==> src/rtl/hazard_scoreboard.sv <==
// hazard_scoreboard
// Hazard and forwarding controller for the pipelined MIPS core, beside decode.
// It tracks the destination tags of in-flight instructions for FWD_DEPTH stages
// after D (distance 1 = E, 2 = M, 3 = W).
// It raises load-use and mult/div-busy stalls.
// It registers per-operand forward selects that line up with the consumer's E stage.
//
// Ports:
//   clk, rst_n                  core clock, async active-low reset
//   id_*_i                      decode-stage instruction description
//   stall_ext_i                 global freeze (memory wait)
//   flush_i                     discard D (taken branch)
//   stall_o / bubble_o          hold PC+D / send NOP into E
//   fwd_a_o / fwd_b_o           0 = regfile, k = producer at distance k
//   md_busy_o                   HI/LO unit occupied
//
// Optional feature macro HAZ_STATS_EN adds two stall counters:
//   stat_lu_o, stat_md_o        saturating counts of non-frozen load-use / md stall cycles
module hazard_scoreboard #(
  parameter int AW        = 5,
  parameter int FWD_DEPTH = 3,
  parameter int LOAD_LAT  = 1,
  parameter int MD_LAT    = 4,
  parameter int FW        = 2
) (
  input  logic          clk,
  input  logic          rst_n,
  input  logic          id_valid_i,
  input  logic [AW-1:0] id_rs_i,
  input  logic [AW-1:0] id_rt_i,
  input  logic          id_use_rs_i,
  input  logic          id_use_rt_i,
  input  logic          id_wr_i,
  input  logic [AW-1:0] id_dst_i,
  input  logic          id_is_load_i,
  input  logic          id_is_md_i,
  input  logic          id_rd_md_i,
  input  logic          stall_ext_i,
  input  logic          flush_i,
  output logic          stall_o,
  output logic          bubble_o,
  output logic [FW-1:0] fwd_a_o,
  output logic [FW-1:0] fwd_b_o,
  output logic          md_busy_o
`ifdef HAZ_STATS_EN
  ,
  output logic [31:0]   stat_lu_o,
  output logic [31:0]   stat_md_o
`endif
);

  localparam int MCW = (MD_LAT < 1) ? 1 : $clog2(MD_LAT + 1);

  logic [FWD_DEPTH:1]         r_vld;
  logic [FWD_DEPTH:1]         r_ld;
  logic [FWD_DEPTH:1][AW-1:0] r_dst;
  logic [FW-1:0]              r_fwd_a;
  logic [FW-1:0]              r_fwd_b;
  logic [MCW-1:0]             r_md_cnt;

  logic [FW-1:0] w_sel_a;
  logic [FW-1:0] w_sel_b;
  logic          w_ld_a;
  logic          w_ld_b;
  logic          w_prod;
  logic          w_lu_haz;
  logic          w_md_haz;

  // Scan from the oldest entry towards the newest so the nearest producer
  // overwrites any farther match.
  always_comb begin
    w_sel_a = '0;
    w_sel_b = '0;
    w_ld_a  = 1'b0;
    w_ld_b  = 1'b0;
    for (int k = FWD_DEPTH; k >= 1; k--) begin
      if (id_use_rs_i && r_vld[k] && (r_dst[k] == id_rs_i) && (id_rs_i != '0)) begin
        w_sel_a = FW'(k);
        w_ld_a  = r_ld[k] && (k <= LOAD_LAT);
      end
      if (id_use_rt_i && r_vld[k] && (r_dst[k] == id_rt_i) && (id_rt_i != '0)) begin
        w_sel_b = FW'(k);
        w_ld_b  = r_ld[k] && (k <= LOAD_LAT);
      end
    end
  end

  assign w_prod    = id_valid_i & id_wr_i & (id_dst_i != '0);
  assign md_busy_o = (r_md_cnt != '0);
  assign w_lu_haz  = id_valid_i & (w_ld_a | w_ld_b);
  assign w_md_haz  = id_valid_i & (id_is_md_i | id_rd_md_i) & md_busy_o;
  // A flush discards D, so there is nothing left to stall for.
  assign stall_o   = (w_lu_haz | w_md_haz) & ~flush_i;
  assign bubble_o  = (stall_o | flush_i) & ~stall_ext_i;
  assign fwd_a_o   = r_fwd_a;
  assign fwd_b_o   = r_fwd_b;

  always_ff @(posedge clk or negedge rst_n) begin
    if (!rst_n) begin
      r_vld   <= '0;
      r_ld    <= '0;
      r_dst   <= '0;
      r_fwd_a <= '0;
      r_fwd_b <= '0;
    end else if (!stall_ext_i) begin
      for (int k = FWD_DEPTH; k >= 2; k--) begin
        r_vld[k] <= r_vld[k-1];
        r_ld[k]  <= r_ld[k-1];
        r_dst[k] <= r_dst[k-1];
      end
      r_vld[1] <= w_prod & ~bubble_o;
      r_ld[1]  <= id_is_load_i;
      r_dst[1] <= id_dst_i;
      r_fwd_a  <= bubble_o ? '0 : w_sel_a;
      r_fwd_b  <= bubble_o ? '0 : w_sel_b;
    end
  end

  // The HI/LO unit keeps working through a global freeze, so the counter
  // decrements even when stall_ext_i holds the pipeline.
  always_ff @(posedge clk or negedge rst_n) begin
    if (!rst_n) begin
      r_md_cnt <= '0;
    end else if (!stall_ext_i && id_valid_i && id_is_md_i && !bubble_o) begin
      r_md_cnt <= MCW'(MD_LAT);
    end else if (r_md_cnt != '0) begin
      r_md_cnt <= r_md_cnt - MCW'(1);
    end
  end

`ifdef HAZ_STATS_EN
  logic [31:0] r_stat_lu;
  logic [31:0] r_stat_md;

  always_ff @(posedge clk or negedge rst_n) begin
    if (!rst_n) begin
      r_stat_lu <= '0;
      r_stat_md <= '0;
    end else if (!stall_ext_i && !flush_i) begin
      if (w_lu_haz && (r_stat_lu != 32'hFFFF_FFFF)) r_stat_lu <= r_stat_lu + 32'd1;
      if (w_md_haz && (r_stat_md != 32'hFFFF_FFFF)) r_stat_md <= r_stat_md + 32'd1;
    end
  end

  assign stat_lu_o = r_stat_lu;
  assign stat_md_o = r_stat_md;
`endif

endmodule

==> config.mk <==
export PLATFORM = sky130hd
export DESIGN_NAME = hazard_scoreboard
export DESIGN_NICKNAME = d
export VERILOG_FILES = /design/src/rtl/hazard_scoreboard.sv
export SDC_FILE = /design/constraint.sdc
export NUM_CORES = 1
export LEC_CHECK = 0
export BUFFER_PORTS_ARGS = -buffer_cell sky130_fd_sc_hd__buf_2
export CELL_PAD_IN_SITES_DETAIL_PLACEMENT = 0
export CELL_PAD_IN_SITES_GLOBAL_PLACEMENT = 1
export CORE_ASPECT_RATIO = 1.75
export CORE_MARGIN = 2
export CORE_UTILIZATION = 38
export DETAILED_ROUTE_END_ITERATION = 6
export PLACE_DENSITY = 0.82
export REMOVE_ABC_BUFFERS = 1
export SLEW_MARGIN = 10
export SYNTH_ARGS = -nofsm -noshare
export SYNTH_HDL_FRONTEND = slang
export SYNTH_SLANG_ARGS = --single-unit
==> constraint.sdc <==
create_clock -name clk -period 1.8 [get_ports clk]
set_clock_uncertainty 0.05 [all_clocks]
set_input_delay 0.36 -clock clk [delete_from_list [all_inputs] [get_ports clk]]
set_output_delay 0.36 -clock clk [all_outputs]
set_load 0.005 [all_outputs]
==> key figures <==
Timing
  – Total count of max-transition violations in the final report: 0
  – RSZ-0062 raised after global routing: true
  – Ratio of final minimum period to clock period: 1.24
  – Setup_tns: -1.09 ns
  – Hold violation count in the final report: 0
  – Slew at the pin closest to its max-slew limit: 0.585 ns
  – Maximum clock rate: 447 MHz
  – Final setup violation count: 9
  – Final worst path period need: approximately 2.2 ns
  – Worst Setup Slack, final: -0.436 ns
  – Max-slew headroom: 0.610

Place
  – Post-Place Setup Slack: -0.343 ns
  – Total placed instance area: between 0.0015 and 0.002 sq mm
  – HPWL reported at the end of detailed placement: 2960 um
  – Quantity of I/O buffers inserted on ports: 32
  – Routability-driven placement congestion ratio: 0.913

Routing
  – Initial DRT Pass Iterations: 4
  – DRC violations left: 0
  – Post-DR wirelength/cell: approximately 16 um
  – Violation count after the first detailed-route iteration: 11
  – Vias post-DR: 1228
  – Antenna Violating Nets Remaining: 0
  – Final Routed Wirelength: about 3700 um
  – Per-cell via count in the routed design: around 5.2

Clock network
  – Clock sink count: 26
  – Deepest clock path buffer count: 2
  – Cell chosen for the clock root: sky130_fd_sc_hd__clkbuf_8
  – Hold buffers post-CTS: 0
  – Clock latency at the later pin of the worst-skew pair: 0.27 ns
  – TritonCTS clock tree: done
  – TritonCTS buffer count: 3
  – Clk pin slew, worst setup/hold paths: 0.09 ns
  – H-tree lvl count: 1

Finish
  – Footprint of the multi-input gates: 936 sq um
  – Final net count: 218
  – Number of antenna repair diodes: 0
  – Share of layout cells above drive strength 1: 0.466
  – Number of fillers in the final layout: 350
  – Area taken by flip-flops and latches: between 600 and 700 sq um
  – Area growth syn-to-layout: 36.5%
  – Post-route cell area: 0.00210 sq mm

Logic synthesis
  – Area share of fa/ha/maj cells after synthesis: 0.0163
  – Number of instances in the synthesized netlist: 131
  – Dominant combinational cell family by area after synthesis: XOR/XNOR gates
  – Post-synthesis sequential area ratio: 0.424
  – Average cell area after synthesis: between 10 and 15 sq um
  – Area of the mapped netlist: 0.00154 sq mm
  – Count of cell types in the netlist: 31
  – Cell accounting for the most synthesized area: sky130_fd_sc_hd__dfrtp_1
  – Post-synth top flop: sky130_fd_sc_hd__dfrtp_1
  – Synth warnings: 0
  – Async set-reset flop share out of synthesis: 1.00
  – Area share of the leading cell type in the synthesized netlist: 0.424
  – Count of flip-flops with a built-in enable after synthesis: 0
  – Fraction of the mapped netlist area in compound gates: 0.108
  – Proportion of synthesized area in mux cells: 0.139
  – Most numerous cell in the Yosys netlist: sky130_fd_sc_hd__dfrtp_1
  – Simple-gate share of the synthesized area: 0.116
  – Cells taking the most area after synthesis: sky130_fd_sc_hd__dfrtp_1, sky130_fd_sc_hd__xor2_1, sky130_fd_sc_hd__mux2_2, sky130_fd_sc_hd__mux2_1, sky130_fd_sc_hd__xnor2_1
  – Xor/xnor share of the synthesized area: 0.177
  – Flops & latches, synth: 26
  – List of most frequent post-synthesis cells: sky130_fd_sc_hd__dfrtp_1, sky130_fd_sc_hd__xor2_1, sky130_fd_sc_hd__xnor2_1

GRT
  – Overall overflow remaining after global route: 0
  – Wire length of the first global-routing pass: 5880 um
  – Number of antenna violations at the first check in global routing: 0
  – Overall track demand over capacity in global routing: 0.172
  – Largest net degree at the start of global routing: 27
  – Vias in the first global route: 1298

Power and ir drop
  – Combinational share of power: 0.317
  – Cell-internal power: 1.28 mW
  – Overall power of the completed layout: between 1.5 and 2 mW
  – IR Drop Worst-Case VDD: 0.562 mV
  – Cell leakage power: 0.995 nW
  – Sequential share of power: 0.422
  – Share of total power in the clock network: 0.261
  – Switching power share of the total: 0.304
  – Pwr per Cell Area: a little under 900 mW/mm^2
  – Power dissipated by switching net loads: 0.560 mW

Floorplanning
  – Initial core utilization: 0.397
  – Die area: 0.00458 sq mm
  – Site Rows: 30
  – Vertical die dimension: 88.1 um
  – Die width: 52.0 um
  – Number of top-level pins: 33
  – Area of the placeable core: ~0.0039 sq mm

Worst setup path
  – Max Fanout on Critical Path: 3
  – Critical Path, Cell by Cell: buf_4, xor2_2, nor4_4, nand4b_4, nand2_1, nand2_1, a211oi_2, buf_2
  – Req. time, crit path: 1.39 ns
  – Type of the setup path with the least slack: reg -> out
  – Critical Path End: stall_o
  – Critical path capture point type: output port
  – Delay of the slowest cell on the worst path: ~0.43 ns
  – Worst reg2reg path startpoint: r_dst[2]
  – Worst reg2reg path depth: 8
  – Worst setup path start: r_dst[2]
  – FF-to-FF setup slack: -0.09 ns
  – Destination of the worst register-to-register timing path: fwd_a_o[1]
  – Cell occurring most often along the worst timing path: sky130_fd_sc_hd__nand2_1
  – Crit path launch type: flip-flop
  – Arrival time of data at the critical path endpoint: between 1.5 and 2 ns
  – Slowest library cell on the worst path: sky130_fd_sc_hd__dfrtp_1

Flow run
  – Maximum Capacitance Violations: 0

Worst hold path
  – Type of the worst min-delay path: in -> async

Status
  – Violated checks: setup timing
  – Outcome: finished, violations left
[cell families after synthesis]
family          Yosys count
simple gates             27
xor+xnor                 31
fa+ha+maj                 2
buf+inv                   6
flops                    26
mux                      19
compound gates           20
[cell usage in the layout, fill, tap and decap left out, types with 2 or more instances in the layout]
cell type	instances
sky130_fd_sc_hd__buf_2	29
sky130_fd_sc_hd__dfrtp_1	26
sky130_fd_sc_hd__buf_4	25
sky130_fd_sc_hd__xor2_1	17
sky130_fd_sc_hd__xnor2_1	11
sky130_fd_sc_hd__mux2_2	10
sky130_fd_sc_hd__mux2_1	9
sky130_fd_sc_hd__nand2_1	5
sky130_fd_sc_hd__nor2_1	5
sky130_fd_sc_hd__xor2_2	3
sky130_fd_sc_hd__nor4_1	3
sky130_fd_sc_hd__nand3_1	3
sky130_fd_sc_hd__a22o_1	3
sky130_fd_sc_hd__clkbuf_8	3
sky130_fd_sc_hd__buf_6	3
sky130_fd_sc_hd__inv_1	2
sky130_fd_sc_hd__o21bai_1	2
sky130_fd_sc_hd__or4_4	2
sky130_fd_sc_hd__o21ai_4	2
sky130_fd_sc_hd__nor4_4	2
sky130_fd_sc_hd__nand4b_4	2
sky130_fd_sc_hd__o31ai_1	2
sky130_fd_sc_hd__o21ai_0	2
sky130_fd_sc_hd__a31oi_1	2
sky130_fd_sc_hd__a32o_1	2
[power by group through the flow]
stage	clock network, mW	registers, mW	logic, mW
after global routing	0.509	0.788	0.653
after global placement	0	0.777	0.492
after detailed placement	0	0.786	0.534
final	0.481	0.777	0.585
after floorplan	0	0.759	0.323
after CTS	0.483	0.774	0.549
[worst min-delay path by stage]
stage                             to  startpoint
after detailed placement    r_dst[0]       rst_n
after CTS                   r_dst[4]       rst_n
after floorplan           fwd_a_o[0]       rst_n
after global placement      r_dst[0]       rst_n
final                       r_dst[4]       rst_n
after global routing        r_dst[4]       rst_n
[final cells by class]
type / count / area share
clock buffers: 3 / 0.0197
clock inverters: 1 / 0.0143
inverters: 3 / 0.00537
multi-input cells: 99 / 0.447
flip-flops and latches: 26 / 0.310
well taps: 48 / 0.0287
repair buffers: 57 / 0.175
[repair_timing]
action	4_1_cts	5_1_grt
pin swaps	7	5
endpoints found under the setup margin	10	10
buffers inserted	3	2
gates resized for setup	3	16
[metal layers]
metal / global-route usage / routed length [um] / up-vias / part of all wire
met1: 0.181 / 1290 / 597 / 0.35
met3: 0.0188 / 149 / 6 / 0.040
li1: - / - / 589 / -
met5: 0 / 0 / - / 0
met4: 0.0287 / 61 / 0 / 0.017
met2: 0.352 / 2190 / 36 / 0.59
[registers in the layout, indices dropped and copies added, names as in the netlist]
name and cells:
r_dst 15, r_md_cnt 3, r_vld 3, fwd_a_o 2
fwd_b_o 2, r_ld 1
[metrics by stage]
| step | util | instances | hold WS, ns |
|---|---|---|---|
| finish | 0.542 | 237 | 0.0312 |
| global route | 0.542 | 237 | 0.0806 |
| CTS | 0.519 | 236 | 0.0568 |
| detailed placement | 0.490 | 229 | 0.346 |
| global placement | 0.490 | 229 | 0.334 |
| floorplan | - | 128 | 0.0144 |
[critical path, delay by kind of cell (launching register included)]
family / cells / cell delay (ns)
and+or+nand+nor: 4 / 0.48
DFF: 1 / 0.43
buffers and inverters: 2 / 0.31
xor gates and xnor gates: 1 / 0.18
AOI/OAI and AO/OA: 1 / 0.16
(Power assumes the default switching activity.)
